`config.mk`:
```
export PLATFORM = sky130hd
export DESIGN_NAME = m_illegaltrap
export DESIGN_NICKNAME = d
export VERILOG_FILES = /design/src/rtl/m_illegaltrap_pkg.sv /design/src/rtl/m_illegaltrap_dec.sv /design/src/rtl/m_illegaltrap.sv
export SDC_FILE = /design/constraint.sdc
export NUM_CORES = 1
export LEC_CHECK = 0
export ABC_AREA = 1
export CORE_ASPECT_RATIO = 1.75
export CORE_MARGIN = 2
export CORE_UTILIZATION = 48
export CTS_CLUSTER_DIAMETER = 80
export DETAILED_ROUTE_END_ITERATION = 10
export HOLD_SLACK_MARGIN = 0.03
export PLACE_DENSITY = 0.89
export SYNTH_ARGS = -nofsm -noshare
export SYNTH_HDL_FRONTEND = slang
export SYNTH_SLANG_ARGS = --single-unit
```
`constraint.sdc`:
```
create_clock -name clk -period 2 [get_ports clk]
set_input_delay 0.5 -clock clk [delete_from_list [all_inputs] [get_ports clk]]
set_output_delay 0.5 -clock clk [all_outputs]
set_load 0.005 [all_outputs]
```
`src/rtl/m_illegaltrap_pkg.sv`:
```
// rtl/m_illegaltrap_pkg.sv - shared opcodes, FSM encoding and decode-mode constants
package m_illegaltrap_pkg;

    localparam logic [4:0] OPC_LOAD     = 5'b00000;
    localparam logic [4:0] OPC_MISC_MEM = 5'b00011;
    localparam logic [4:0] OPC_OP_IMM   = 5'b00100;
    localparam logic [4:0] OPC_AUIPC    = 5'b00101;
    localparam logic [4:0] OPC_STORE    = 5'b01000;
    localparam logic [4:0] OPC_OP       = 5'b01100;
    localparam logic [4:0] OPC_LUI      = 5'b01101;
    localparam logic [4:0] OPC_BRANCH   = 5'b11000;
    localparam logic [4:0] OPC_JALR     = 5'b11001;
    localparam logic [4:0] OPC_JAL      = 5'b11011;
    localparam logic [4:0] OPC_SYSTEM   = 5'b11100;

    localparam logic [6:0] F7_ZERO   = 7'b0000000;
    localparam logic [6:0] F7_ALT    = 7'b0100000;
    localparam logic [6:0] F7_MULDIV = 7'b0000001;

    localparam int LAZY_FULL  = 0;
    localparam int LAZY_MAJOR = 1;
    localparam int LAZY_BIT0  = 2;

    typedef enum logic [1:0] {
        ST_IDLE  = 2'd0,
        ST_CHECK = 2'd1,
        ST_TRAP  = 2'd2
    } state_e;

endpackage

```
`src/rtl/m_illegaltrap_dec.sv`:
```
// rtl/m_illegaltrap_dec.sv - combinational RV32I(M) illegal-instruction decoder
module m_illegaldec
    import m_illegaltrap_pkg::*;
#(
    parameter int LAZY_DECODE = 0,
    parameter int MULDIV      = 0
) (
    input  logic [31:0] instr,
    input  logic        corerunning,
    output logic        illegal
);

    logic [4:0] opcode;
    logic [2:0] funct3;
    logic [6:0] funct7;
    logic [4:0] rd;
    logic [4:0] rs1;
    logic       main_illegal;
    logic       ext_illegal;

    assign opcode = instr[6:2];
    assign funct3 = instr[14:12];
    assign funct7 = instr[31:25];
    assign rd     = instr[11:7];
    assign rs1    = instr[19:15];

    always_comb begin
        main_illegal = (instr[1:0] != 2'b11);
        case (opcode)
            OPC_LOAD, OPC_MISC_MEM, OPC_OP_IMM, OPC_AUIPC, OPC_STORE, OPC_OP,
            OPC_LUI, OPC_BRANCH, OPC_JALR, OPC_JAL, OPC_SYSTEM: ;
            default: main_illegal = 1'b1;
        endcase
    end

    // funct7 only qualifies shift-immediates on OP-IMM; elsewhere those bits are immediate.
    always_comb begin
        ext_illegal = 1'b0;
        case (opcode)
            OPC_OP: begin
                if (!((funct7 == F7_ZERO) ||
                      ((funct7 == F7_ALT) && ((funct3 == 3'b000) || (funct3 == 3'b101))) ||
                      ((MULDIV != 0) && (funct7 == F7_MULDIV))))
                    ext_illegal = 1'b1;
            end
            OPC_OP_IMM: begin
                if ((funct3 == 3'b001) && (funct7 != F7_ZERO))
                    ext_illegal = 1'b1;
                if ((funct3 == 3'b101) && (funct7 != F7_ZERO) && (funct7 != F7_ALT))
                    ext_illegal = 1'b1;
            end
            OPC_LOAD:     ext_illegal = (funct3 == 3'b011) || (funct3[2:1] == 2'b11);
            OPC_STORE:    ext_illegal = funct3[2] || (funct3 == 3'b011);
            OPC_BRANCH:   ext_illegal = (funct3[2:1] == 2'b01);
            OPC_JALR:     ext_illegal = (funct3 != 3'b000);
            OPC_MISC_MEM: ext_illegal = (funct3[2:1] != 2'b00);
            OPC_SYSTEM: begin
                if (funct3 == 3'b100)
                    ext_illegal = 1'b1;
                if ((funct3[1:0] == 2'b00) && ((rs1 != 5'd0) || (rd != 5'd0)))
                    ext_illegal = 1'b1;
            end
            default: ;
        endcase
    end

    always_comb begin
        if (LAZY_DECODE == LAZY_FULL)
            illegal = (main_illegal | ext_illegal) & corerunning;
        else if (LAZY_DECODE == LAZY_MAJOR)
            illegal = main_illegal & corerunning;
        else
            illegal = ~instr[0] & corerunning;
    end

endmodule

```
`src/rtl/m_illegaltrap.sv`:
```
// rtl/m_illegaltrap.sv - instruction legality check with held trap request and event counter
module m_illegaltrap
    import m_illegaltrap_pkg::*;
#(
    parameter int LAZY_DECODE = 0,
    parameter int MULDIV      = 0,
    parameter int XLEN        = 32,
    parameter int CNTW        = 8
) (
    input  logic            clk,
    input  logic            rst_n,
    input  logic            corerunning,
    input  logic            instr_valid,
    input  logic [31:0]     instr,
    input  logic [XLEN-1:0] pc,
    output logic            instr_ready,
    output logic            ok_pulse,
    output logic            trap_req,
    input  logic            trap_ack,
    output logic [31:0]     trap_mtval,
    output logic [XLEN-1:0] trap_mepc,
    output logic [CNTW-1:0] illcnt,
    input  logic            cnt_clr
);

    localparam logic [CNTW-1:0] CNT_MAX = '1;

    state_e          state_q, state_d;
    logic [31:0]     instr_q, instr_d;
    logic [XLEN-1:0] pc_q, pc_d;
    logic [31:0]     mtval_q, mtval_d;
    logic [XLEN-1:0] mepc_q, mepc_d;
    logic [CNTW-1:0] cnt_q, cnt_d;
    logic            illegal;

    m_illegaldec #(
        .LAZY_DECODE (LAZY_DECODE),
        .MULDIV      (MULDIV)
    ) u_dec (
        .instr       (instr_q),
        .corerunning (corerunning),
        .illegal     (illegal)
    );

    always_comb begin
        state_d = state_q;
        instr_d = instr_q;
        pc_d    = pc_q;
        mtval_d = mtval_q;
        mepc_d  = mepc_q;
        cnt_d   = cnt_q;
        case (state_q)
            ST_IDLE: begin
                if (instr_valid) begin
                    instr_d = instr;
                    pc_d    = pc;
                    state_d = ST_CHECK;
                end
            end
            ST_CHECK: begin
                if (illegal) begin
                    state_d = ST_TRAP;
                    mtval_d = instr_q;
                    mepc_d  = pc_q;
                    if (cnt_q != CNT_MAX)
                        cnt_d = cnt_q + CNTW'(1);
                end else begin
                    state_d = ST_IDLE;
                end
            end
            ST_TRAP: begin
                if (trap_ack)
                    state_d = ST_IDLE;
            end
            default: state_d = ST_IDLE;
        endcase
        // Clear has priority over a same-edge increment.
        if (cnt_clr)
            cnt_d = '0;
    end

    always_ff @(posedge clk) begin
        if (!rst_n) begin
            state_q <= ST_IDLE;
            instr_q <= '0;
            pc_q    <= '0;
            mtval_q <= '0;
            mepc_q  <= '0;
            cnt_q   <= '0;
        end else begin
            state_q <= state_d;
            instr_q <= instr_d;
            pc_q    <= pc_d;
            mtval_q <= mtval_d;
            mepc_q  <= mepc_d;
            cnt_q   <= cnt_d;
        end
    end

    assign instr_ready = (state_q == ST_IDLE) & rst_n;
    assign ok_pulse    = (state_q == ST_CHECK) & ~illegal;
    assign trap_req    = (state_q == ST_TRAP);
    assign trap_mtval  = mtval_q;
    assign trap_mepc   = mepc_q;
    assign illcnt      = cnt_q;

endmodule

```
==> implementation parameters, run 1 <==
Parameter                              Value

Run status
  Violated checks    setup timing
  Run status    complete, but fails checks

Worst setup path
  Endpoint type of the worst setup path    primary output
  Worst path required time    1500 ps
  Crit path max-delay family    simple AND/OR/NAND/NOR gates
  CP peak stage delay    360 ps
  Cell-by-cell trace of the critical path    inv_2, nand2_4, nor2_4, nand2_1, nand3_1, nor2_1, nor2_1, buf_4, a21oi_4, nor3_2, buf_2
  Data arrival time of the critical path    1850 ps
  Critical Setup Path Class    reg2out
  Largest driver fanout on the critical path    5
  Crit path buffers/inverters    3
  Most used cell, CP    nor2_1
  Slowest-stage cell, CP    dfxtp_4
  Setup crit start kind    flop

CTS
  Hold-fix buffer count after cts    0
  Clock buffer count from CTS    17
  Clock root cell    clkbuf_16
  TritonCTS clock tree    yes
  Total number of clock tree sinks    138
  Maximum level of the CTS H-tree    4
  Clock slew seen by the registers of the worst setup and hold paths    50 ps
  Insertion delay to the later sink of the worst-skew pair    410 ps
  Clock buffer depth    2

Global route
  Global-route congestion overflow total    0
  Global router's overall resource usage    0.2778
  Largest net degree at the start of global routing    65
  Number of antenna violations at the first check in global routing    0
  Wire length of the first global-routing pass    26520 µm
  Vias in the first global route    5623

Die
  Die X    83.90 µm
  Initial core utilization    0.4858
  Die Footprint    12070 µm²
  Number of standard-cell rows in the floorplan    51
  Vertical extent of the die    143.8 µm
  Core ar.    11040 µm²
  Number of ports placed on the die boundary    145

Yosys
  Net count after synthesis    794
  Area of the mapped netlist    5363 µm²
  Number of enable-type register cells in the synthesized netlist    0
  Number of warnings issued by yosys    0
  #FFs+latches synth    138
  Main area contributors after synthesis    dfxtp_1 52%, nor2_1 10%, nand2_1 8.1%
  Mean post-synth cell area    7.417 µm²
  Proportion of register bits with asynchronous set or reset after synthesis    0
  Sequential-to-total area share from yosys stat    0.5152
  Distinct cell type count after synthesis    22
  Predominant post-synthesis flop cell    dfxtp_1
  Gate Count Post-Synth    723
  Fraction of post-synthesis cell area in the top cell type by area    0.5152
  Yosys top cell by area    dfxtp_1

Placement
  Count of buffers inserted at the top-level ports    144
  Worst slack at placement    -332.0 ps
  Area after detailed placement    7134 µm²
  Global placer's final weighted congestion    0.8621
  Post-detail-place hpwl    9617 µm

Cells and area
  Filler cell count    731
  Finished layout cell area    8262 µm²
  Antenna diode instance count    0
  Layout Area Growth over Synthesis    54.06%
  Final layout net count    978
  Fraction of final layout cells with drive strength greater than 1    0.1620

Power
  Design Power    6.924 mW
  Total power divided by cell area    838.1 nW/µm²
  Worst IR drop on VDD    664.7 µV
  Total leakage power    3.240 nW

Routing
  Length of the first detailed-routing pass in iterations    7
  Via density per instance    5.607
  Drt total wl    18560 µm
  DRC violation count after routing    0
  Number of vias after detailed routing    5899
  Number of DRC violations after detailed-routing iteration 0    590
  Antenna violation net count after detailed routing    0
  Avg WL per Cell    17.64 µm

Timing
  Fmax achieved    424.7 MHz
  Max transition margin    0.6100
  Number of endpoints failing setup at the final stage    67
  Unrepaired setup endpoints after global routing    yes
  Post-route clock period utilization    1.177
  Slew at the pin with the worst max-slew slack    584.9 ps
  Setup clock skew after layout    7.656 ps
  Time the final worst path needs with I/O delays and setup    2355 ps
  Post-layout worst setup margin    -354.7 ps
  Max-slew violation count    0
  Final Hold Violating Endpoints    0

Flow run
  Number of maximum-capacitance violations    0

Worst hold path
  Hold/Removal Path Class    reg2reg
-- layer usage --
layer,share of wire,vias to the layer above,wire [µm],track usage
met3,0.075,100,1400,0.05916
met1,0.35,2729,6477,0.3017
met2,0.51,334,9453,0.4825
li1,-,2736,-,-
met5,0,-,0,0
met4,0.066,0,1226,0.1868
-- cell type report --
class / instances / area (µm²) / area share
sequential: 138 / 2788 / 0.3374
multi-input combinational: 506 / 2382 / 0.2884
tap: 132 / 165.2 / 0.01999
clock inverter: 11 / 97.59 / 0.01181
clock buffer: 21 / 460.4 / 0.05573
timing repair buffer: 212 / 2246 / 0.2718
inverter: 32 / 122.6 / 0.01484
-- timing repair --
action / 4_1_cts / 5_1_grt
setup buffers: 3 / 6
setup endpoints to repair: 69 / 72
gates resized for setup: 32 / 42
endpoints found under the hold margin: 0 / 0
gates cloned: 5 / 7
pin swaps: 8 / 18
-- worst min-delay path, delay by kind of cell (launching register included) --
| family | cells | cell delay [ps] |
|---|---|---|
| AO/OA/AOI/OAI | 1 | 50 |
| AND/OR/NAND/NOR | 1 | 60 |
| flip-flops | 1 | 300 |
-- synthesized netlist by cell type (5+ instances only) --
master / n
buf_6: 7
o21ai_0: 68
nor2_1: 146
nand4_1: 7
clkbuf_1: 34
inv_1: 28
nor3_1: 5
a21oi_1: 77
dfxtp_1: 138
buf_2: 6
nand3_1: 76
nand2_1: 116
-- worst paths after layout --
path	from	endpoint	slack, ps	cells after the start
min reg2reg	trap_mepc[25]	trap_mepc[25]	460	2
max	instr_q[4]	ok_pulse	-350	11
max reg2reg	instr_q[2]	trap_mtval[22]	-250	16
min	trap_mepc[25]	trap_mepc[25]	460	2
-- kinds of logic (layout without fill, tap and decap cells) --
family / count (synthesis) / after routing / share of synthesized area
and+or+nand+nor: 357 / 358 / 0.2755
AOI/OAI and AO/OA: 147 / 147 / 0.1398
DFF: 138 / 138 / 0.5152
buffers and inverters: 80 / 276 / 0.06719
adders and majority gates: 1 / 1 / 0.002333
-- placed cells by master, fill, tap and decap left out, drive strengths merged, types with 2 or more instances in the layout --
cell             n
a21oi           78
buf             63
clkbuf          27
clkdlybuf4s50  140
clkinv           7
clkinvlp         4
dfxtp          138
dlymetal6s2s     2
inv             31
nand2          117
nand3           76
nand4            7
nor2           149
nor3             5
o21ai           68
or2              3
-- state kept, by name, indices dropped and copies added (netlist names) --
signal / flops
pc_q: 32
trap_mtval: 32
instr_q: 32
trap_mepc: 32
illcnt: 8
state_q: 2
-- per-stage QoR --
stage / util / hold slack (ps) / std cells / TNS (ps)
floorplan: - / 444.7 / 723 / 0
global placement: 0.6463 / 446.5 / 999 / -15630
detailed placement: 0.6463 / 451.2 / 999 / -17210
CTS: 0.7194 / 460.3 / 1039 / -320.8
global route: 0.7484 / 478.0 / 1052 / -16870
finish: 0.7484 / 456.5 / 1052 / -13060
-- power by group --
group	internal (mW)	switching [mW]	leakage, nW
sequential	2.89	0.0979	1.13
clock	1.77	1.19	0.265
combinational	0.480	0.501	1.84
total	5.14	1.78	3.24
Power figures use the tool's default switching activity.
==> run 2: changes to the inputs <==
--- a/config.mk
+++ b/config.mk
@@ -9,7 +9,7 @@
 export CORE_ASPECT_RATIO = 1.75
 export CORE_MARGIN = 2
 export CORE_UTILIZATION = 48
-export CTS_CLUSTER_DIAMETER = 80
+export CTS_CLUSTER_DIAMETER = 60
 export DETAILED_ROUTE_END_ITERATION = 10
 export HOLD_SLACK_MARGIN = 0.03
 export PLACE_DENSITY = 0.89
==> results of run 2 <==
No change in the layout: final DEF, timing and power equal those of run 1.
